**src/rtl/axi4_mon_pkg.sv**
```systemverilog
// Shared constants and types for the AXI4 AW/B channel monitor.
package axi4_mon_pkg;

  localparam int VIOL_UNDERFLOW = 0;
  localparam int VIOL_OVERFLOW  = 1;
  localparam int VIOL_STABLE    = 2;
  localparam int VIOL_TIMEOUT   = 3;
  localparam int VIOL_W         = 4;

  typedef enum logic [1:0] {OKAY, EXOKAY, SLVERR, DECERR} axi4_resp_e;

  // Bits needed to hold values 0..max_val, never less than one.
  function automatic int cnt_width(input int max_val);
    return (max_val < 1) ? 1 : $clog2(max_val + 1);
  endfunction

endpackage

```
**src/rtl/axi4_b_channel_monitor_if.sv**
```systemverilog
// AW handshake plus B response bundle; the mon modport observes everything.
interface axi4_b_channel_monitor_if #(
  parameter int ID_W = 4
);

  logic                     aw_valid;
  logic                     aw_ready;
  logic [ID_W-1:0]          aw_id;
  logic                     b_valid;
  logic                     b_ready;
  logic [ID_W-1:0]          b_id;
  axi4_mon_pkg::axi4_resp_e b_resp;

  modport master (output aw_valid, aw_id, b_ready,
                  input  aw_ready, b_valid, b_id, b_resp);

  modport slave  (input  aw_valid, aw_id, b_ready,
                  output aw_ready, b_valid, b_id, b_resp);

  modport mon    (input  aw_valid, aw_ready, aw_id, b_valid, b_ready, b_id, b_resp);

endinterface

```
**src/rtl/axi4_mon_watchdog.sv**
```systemverilog
// Saturating progress watchdog: hit pulses once, on the cycle the count first reaches LIMIT.
module axi4_mon_watchdog
  import axi4_mon_pkg::*;
#(
  parameter int LIMIT = 1024
) (
  input  logic clock,
  input  logic reset,
  input  logic enable,
  input  logic clear,
  output logic hit
);

  localparam int            W    = cnt_width(LIMIT);
  localparam logic [W-1:0]  TOP  = W'(LIMIT);
  localparam logic [W-1:0]  LAST = W'((LIMIT > 0) ? LIMIT - 1 : 0);

  logic [W-1:0] count_q;

  // A LIMIT of zero disables the watchdog entirely.
  assign hit = (LIMIT > 0) && enable && !clear && (count_q == LAST);

  always_ff @(posedge clock or negedge reset) begin
    if (!reset) begin
      count_q <= '0;
    end else if (clear) begin
      count_q <= '0;
    end else if (enable && (count_q != TOP)) begin
      count_q <= count_q + W'(1);
    end
  end

endmodule

```
**src/rtl/axi4_b_channel_monitor.sv**
```systemverilog
// AXI4 AW/B protocol monitor feeding registered check terms to a fatal-assert block.
// Define AXI4_MON_PER_ID_EN to check B underflow per ID instead of globally.
module axi4_b_channel_monitor
  import axi4_mon_pkg::*;
#(
  parameter int ID_W            = 4,
  parameter int MAX_OUTSTANDING = 8,
  parameter int TIMEOUT_CYCLES  = 1024
) (
  input  logic                                  clock,
  input  logic                                  reset,
  axi4_b_channel_monitor_if.mon                 bus,
  output logic                                  chk_init,
  output logic                                  chk_idle,
  output logic                                  chk_pass,
  output logic [VIOL_W-1:0]                     viol,
  output logic [cnt_width(MAX_OUTSTANDING)-1:0] outstanding
);

  localparam int           CW      = cnt_width(MAX_OUTSTANDING);
  localparam logic [CW-1:0] CNT_MAX = CW'(MAX_OUTSTANDING);

  logic              aw_hs, b_hs, inc, dec;
  logic              underflow, overflow, unstable, timeout;
  logic              wd_en, wd_clr;
  logic [CW-1:0]     cnt_q;
  logic              stall_q;
  logic [ID_W-1:0]   cap_id;
  axi4_resp_e        cap_resp;
  logic [VIOL_W-1:0] det;

  assign aw_hs = bus.aw_valid & bus.aw_ready;
  assign b_hs  = bus.b_valid & bus.b_ready;

`ifdef AXI4_MON_PER_ID_EN
  localparam int NUM_ID = 1 << ID_W;

  logic [CW-1:0] id_cnt_q [NUM_ID];

  assign dec = b_hs && (id_cnt_q[bus.b_id] != '0);

  // Per-ID counts always sum to cnt_q, so none can exceed MAX_OUTSTANDING.
  always_ff @(posedge clock or negedge reset) begin
    if (!reset) begin
      for (int i = 0; i < NUM_ID; i++) id_cnt_q[i] <= '0;
    end else begin
      for (int i = 0; i < NUM_ID; i++) begin
        id_cnt_q[i] <= id_cnt_q[i] + CW'(inc && (bus.aw_id == ID_W'(i)))
                                   - CW'(dec && (bus.b_id == ID_W'(i)));
      end
    end
  end
`else
  assign dec = b_hs && (cnt_q != '0);
`endif

  // At the ceiling an AW is only absorbed when a B retires in the same cycle.
  assign inc       = aw_hs && ((cnt_q != CNT_MAX) || dec);
  assign underflow = b_hs && !dec;
  assign overflow  = aw_hs && !b_hs && (cnt_q == CNT_MAX);
  assign unstable  = stall_q && (!bus.b_valid || (bus.b_id != cap_id) || (bus.b_resp != cap_resp));

  assign wd_en  = (cnt_q != '0);
  assign wd_clr = !wd_en || b_hs;

  axi4_mon_watchdog #(
    .LIMIT (TIMEOUT_CYCLES)
  ) u_watchdog (
    .clock  (clock),
    .reset  (reset),
    .enable (wd_en),
    .clear  (wd_clr),
    .hit    (timeout)
  );

  always_comb begin
    det                 = '0;
    det[VIOL_UNDERFLOW] = underflow;
    det[VIOL_OVERFLOW]  = overflow;
    det[VIOL_STABLE]    = unstable;
    det[VIOL_TIMEOUT]   = timeout;
  end

  always_ff @(posedge clock or negedge reset) begin
    if (!reset) begin
      chk_init <= 1'b1;
      chk_idle <= 1'b1;
      chk_pass <= 1'b1;
      viol     <= '0;
      cnt_q    <= '0;
      stall_q  <= 1'b0;
      cap_id   <= '0;
      cap_resp <= OKAY;
    end else begin
      chk_init <= 1'b0;
      chk_idle <= !(aw_hs || b_hs || stall_q || (cnt_q != '0));
      chk_pass <= (det == '0);
      viol     <= viol | det;
      cnt_q    <= cnt_q + CW'(inc) - CW'(dec);
      stall_q  <= bus.b_valid && !bus.b_ready;
      if (bus.b_valid && !bus.b_ready) begin
        cap_id   <= bus.b_id;
        cap_resp <= bus.b_resp;
      end
    end
  end

  assign outstanding = cnt_q;

endmodule
```
**src/flat_wrapper.sv**
```systemverilog
// flat-port wrapper written by rule: the top's interface ports become plain ports
module axi4_b_channel_monitor_flat import axi4_mon_pkg::*;
#(
  parameter int ID_W            = 4,
  parameter int MAX_OUTSTANDING = 8,
  parameter int TIMEOUT_CYCLES  = 1024
)
  (clock, reset, chk_init, chk_idle, chk_pass, viol, outstanding, bus_aw_valid, bus_aw_ready, bus_aw_id, bus_b_valid, bus_b_ready, bus_b_id, bus_b_resp);
  axi4_b_channel_monitor_if #(.ID_W(ID_W)) bus_i ();
  input  logic clock;
  input  logic reset;
  output logic chk_init;
  output logic chk_idle;
  output logic chk_pass;
  output logic [VIOL_W-1:0] viol;
  output logic [cnt_width(MAX_OUTSTANDING)-1:0] outstanding;
  input wire logic [$bits(bus_i.aw_valid)-1:0] bus_aw_valid;
  input wire logic [$bits(bus_i.aw_ready)-1:0] bus_aw_ready;
  input wire logic [$bits(bus_i.aw_id)-1:0] bus_aw_id;
  input wire logic [$bits(bus_i.b_valid)-1:0] bus_b_valid;
  input wire logic [$bits(bus_i.b_ready)-1:0] bus_b_ready;
  input wire logic [$bits(bus_i.b_id)-1:0] bus_b_id;
  input wire logic [$bits(bus_i.b_resp)-1:0] bus_b_resp;
  assign bus_i.aw_valid = bus_aw_valid;
  assign bus_i.aw_ready = bus_aw_ready;
  assign bus_i.aw_id = bus_aw_id;
  assign bus_i.b_valid = bus_b_valid;
  assign bus_i.b_ready = bus_b_ready;
  assign bus_i.b_id = bus_b_id;
  assign bus_i.b_resp = bus_b_resp;
  axi4_b_channel_monitor #(.ID_W(ID_W), .MAX_OUTSTANDING(MAX_OUTSTANDING), .TIMEOUT_CYCLES(TIMEOUT_CYCLES)) u_core (.clock(clock), .reset(reset), .bus(bus_i), .chk_init(chk_init), .chk_idle(chk_idle), .chk_pass(chk_pass), .viol(viol), .outstanding(outstanding));
endmodule
```
**config.mk**
```make
export PLATFORM = sky130hd
export DESIGN_NAME = axi4_b_channel_monitor_flat
export DESIGN_NICKNAME = d
export VERILOG_FILES = /design/src/rtl/axi4_mon_pkg.sv /design/src/rtl/axi4_b_channel_monitor_if.sv /design/src/rtl/axi4_mon_watchdog.sv /design/src/rtl/axi4_b_channel_monitor.sv /design/src/flat_wrapper.sv
export SDC_FILE = /design/constraint.sdc
export NUM_CORES = 1
export LEC_CHECK = 0
export ABC_CLOCK_PERIOD_IN_PS = 1800
export CORE_MARGIN = 10
export CORE_UTILIZATION = 46
export DETAILED_ROUTE_END_ITERATION = 10
export PLACE_DENSITY = 0.85
export SETUP_SLACK_MARGIN = 0.2
export SLEW_MARGIN = 25
export SYNTH_ARGS = -nofsm -noshare
export SYNTH_HDL_FRONTEND = slang
export SYNTH_SLANG_ARGS = --single-unit
```
**constraint.sdc**
```tcl
create_clock -name clock -period 1.8 [get_ports clock]
set_input_delay 0.27 -clock clock [delete_from_list [all_inputs] [get_ports clock]]
set_output_delay 0.27 -clock clock [all_outputs]
set_load 0.02 [all_outputs]
```
==> results of run 1 <==
critical path, stage by stage, from the launching register on:
cell     delay (ns)
dfrtp_2        0.43
inv_4          0.07
ha_4           0.16
a21oi_4        0.06
ha_4           0.26
inv_2          0.03
ha_4           0.15
buf_6          0.11
a21o_1         0.15
a21oi_2        0.16
xor2_1         0.17
final cells by class:
| cell class | count | area, um^2 | area share (%) |
|---|---|---|---|
| Clock buffer | 8 | 58.8 | 2.89 |
| Inverter | 11 | 43.8 | 2.15 |
| Sequential cell | 29 | 733 | 36.0 |
| Tap cell | 44 | 55.1 | 2.70 |
| Multi-Input combinational cell | 87 | 751 | 36.9 |
| Timing Repair Buffer | 45 | 394 | 19.4 |
metal layers:
metal | vias up | wire length, um | share of wire [%]
li1 | 535 | - | -
met1 | 529 | 1410 | 41
met2 | 23 | 1770 | 52
met3 | 7 | 139 | 4.1
met4 | 0 | 93 | 2.7
met5 | - | 0 | 0
timing repair:
action | 4_1_cts | 5_1_grt
gates resized for setup | 16 | 7
endpoints found under the setup margin | 12 | 7
pin swaps | 6 | 10
setup buffers | 4 | 1
power by group:
part / switching (W) / internal [W]
clock network: 0.000218 / 0.000192
logic: 0.000643 / 0.000652
registers: 0.000108 / 0.000805
metrics by stage:
step	hold slack (ns)	std cells	util (%)	setup TNS (ns)	worst slack (ns)
global route	0.333	224	67.2	-0.346	-0.121
CTS	0.312	223	66.2	-0.0359	-0.0190
finish	0.301	224	67.2	-0.126	-0.0549
global placement	0.408	211	61.5	-0.771	-0.273
floorplan	-0.0256	129	-	-0.108	-0.0548
detailed placement	0.423	211	61.5	-1.03	-0.375
sequential cells by signal (all words and copies together), names as in the netlist:
name,cells
u_core.cap_id,4
u_core.chk_idle,1
u_core.chk_init,1
u_core.cap_resp,2
u_core.stall_q,1
u_core.outstanding,4
u_core.u_watchdog.count_q,11
u_core.chk_pass,1
u_core.viol,4
worst max path at each step:
| stage | depth (start not counted) | endpoint | slack, ns | start |
|---|---|---|---|---|
| after floorplan | 9 | u_core.outstanding[2]$_DFF_PN0_ | -0.05 | u_core.outstanding[2]$_DFF_PN0_ |
| after global placement | 9 | u_core.outstanding[2]$_DFF_PN0_ | -0.27 | bus_b_valid |
| after detailed placement | 9 | u_core.outstanding[1]$_DFF_PN0_ | -0.37 | bus_b_valid |
| after CTS | 10 | u_core.outstanding[3]$_DFF_PN0_ | -0.02 | u_core.outstanding[2]$_DFF_PN0_ |
| after global routing | 8 | u_core.outstanding[2]$_DFF_PN0_ | -0.12 | u_core.outstanding[2]$_DFF_PN0_ |
| final | 10 | u_core.outstanding[3]$_DFF_PN0_ | -0.05 | u_core.outstanding[2]$_DFF_PN0_ |
kinds of logic after synthesis:
logic type,count (synthesis)
and+or+nand+nor,40
AOI/OAI and AO/OA,14
other,1
muxes,7
DFF,29
xor gates and xnor gates,16
buffers and inverters,13
adders and majority gates,9
layout by cell type, fill, tap and decap left out, types with 2 or more instances in the layout:
| cell type | netlist | final |
|---|---|---|
| nor2_1 | 10 | 9 |
| ha_4 | 0 | 4 |
| nor4_1 | 2 | 2 |
| clkbuf_1 | 1 | 2 |
| clkdlybuf4s50_1 | 0 | 14 |
| ha_1 | 8 | 4 |
| inv_2 | 0 | 5 |
| nand2_1 | 7 | 7 |
| xor2_1 | 9 | 9 |
| dlymetal6s2s_1 | 0 | 2 |
| clkbuf_4 | 0 | 5 |
| dlygate4sd2_1 | 0 | 6 |
| dfrtp_2 | 0 | 3 |
| a21oi_1 | 5 | 3 |
| nand2b_1 | 2 | 2 |
| mux2_2 | 6 | 6 |
| inv_1 | 11 | 5 |
| buf_4 | 0 | 22 |
| nand4_1 | 5 | 5 |
| dfrtp_1 | 26 | 23 |
| nand3_2 | 1 | 2 |
| nor3_1 | 2 | 2 |
| xnor2_1 | 7 | 7 |
| dfstp_2 | 3 | 3 |
==> flow_summary.yaml, run 1 <==
synth:
  ys_warn_count: 0
  yosys-top-cells-count: "dfrtp_1 (26), inv_1 (11), nor2_1 (10)"
  netlist.top_cell.by_area: "dfrtp_1"
  synth-simple-area-share_pct: 15.3
  synth_xor_area_share_pct: 9.76
  syn_inst: 129
  synth_top_family_by_area: "simple AND/OR/NAND/NOR gates"
  synth_edf_count: 0
  synth_mux_area_share_pct: 5.41
  yosys.area_share.adder_pct: 8.37
  synth.most_common_cell: "dfrtp_1"
  syn-mean-instance-area_um2: 11.1
  synth_fp_nets: 154
  synth_top_area_share_pct: 45.3
  synth-main-ff-cell: "dfrtp_1"
  syn_area_um2: 1440
  async_flop_share_pct: 100
  synthDistinctLibCells: 39
  yosys_register_bits: 29
  synth-compound-area-share_pct: 6.71
  ys_seq_area_share_pct: 50.8
  yosys-top-cells-area: "dfrtp_1 (45%), ha_1 (7.0%), dfstp_2 (5.5%)"
clock_tree:
  htree_levels: 2
  numCtsBuffers: 5
  cts_tree: "done"
  cts_root_buffer: "clkbuf_4"
  cts_sinks: 29
  clkTransAtPathRegs_ns: 0.09
  hold_buffers: 0
  clk_latency_ns: 0.34
  cts_max_path_buffers: 2
outcome:
  violations: "setup timing"
  status: "finished, violations left"
die:
  initial_core_util_pct: 47.4
  pin_count: 27
  die_area_um2: 5750
  fp.dieW_um: 75.9
  dieHeight_um: 75.9
  fp-row-count: 20
  core_um2: 3030
placed_design:
  placed_area_um2: 1860
  gp_congestion: 0.835
  dpl.hpwl_um: 2340
  port_buffers: 22
global_route:
  grtUsageMet2_pct: 21.5
  grt_pass1_vias: 1144
  grt.busiest_layer: "met2"
  met3_usage_pct: 4.30
  met1_usage_pct: 13.6
  grt_max_degree: 30
  grt_pass1_wl_um: 5340
  grt_use_total_pct: 12.6
  antenna_found_initial: 0
  globalRouteOverflowTotal: 0
routing:
  drc: 0
  dr.first_iter.drc_count: 45
  vias: 1094
  via_per_inst: 4.88
  routed_wl_um: 3410
  drtAntennaViolNets: 0
  firstDrtPassIters: 4
  routedWlPerCell_um: 15.2
sta:
  setup_viol: 3
  finalHoldViolations: 0
  max_freq_mhz: 539
  period_needed_ns: 1.85
  slew_viol_final: 0
  setup_slack_ns: -0.0549
  rsz0062_at_grt: "yes"
  final.setup_skew_ns: 0.0116
  finalCritPeriodShare_pct: 103
final_layout:
  fin_area_um2: 2040
  drive_above_1_share_pct: 34.4
  fill_cells: 214
  area_delta_synth_final_pct: 41.8
  diodes: 0
  final_nets: 204
job:
  maxCapViolations: 0
power:
  power_leakage_nw: 0.935
  irDropWorstVdd_uv: 1180
  totalPowerFinal_w: 0.00262
  powerDensity_nw_per_um2: 1290
hold_path:
  hp-class: "in -> async"
worst_setup_path:
  crit_type: "reg -> reg"
  cp.arrival_ns: 2.11
  ff2ff_path_depth: 10
  crit_required_ns: 2.05
  crit_fanout: 3
  ff2ff_setup_slack_ns: -0.05
  critPathCaptureType: "register"
  r2r-start: "u_core.outstanding[2]$_DFF_PN0_"
  worst_setup_path_start_kind: "register"
  r2r-end: "u_core.outstanding[3]$_DFF_PN0_"
(Power assumes the default switching activity.)
==> run 2: changes to the inputs <==
- SLEW_MARGIN: 25 -> 5
==> results of run 2 <==
Same layout as run 1: the final DEF is identical, and so are final timing and power.
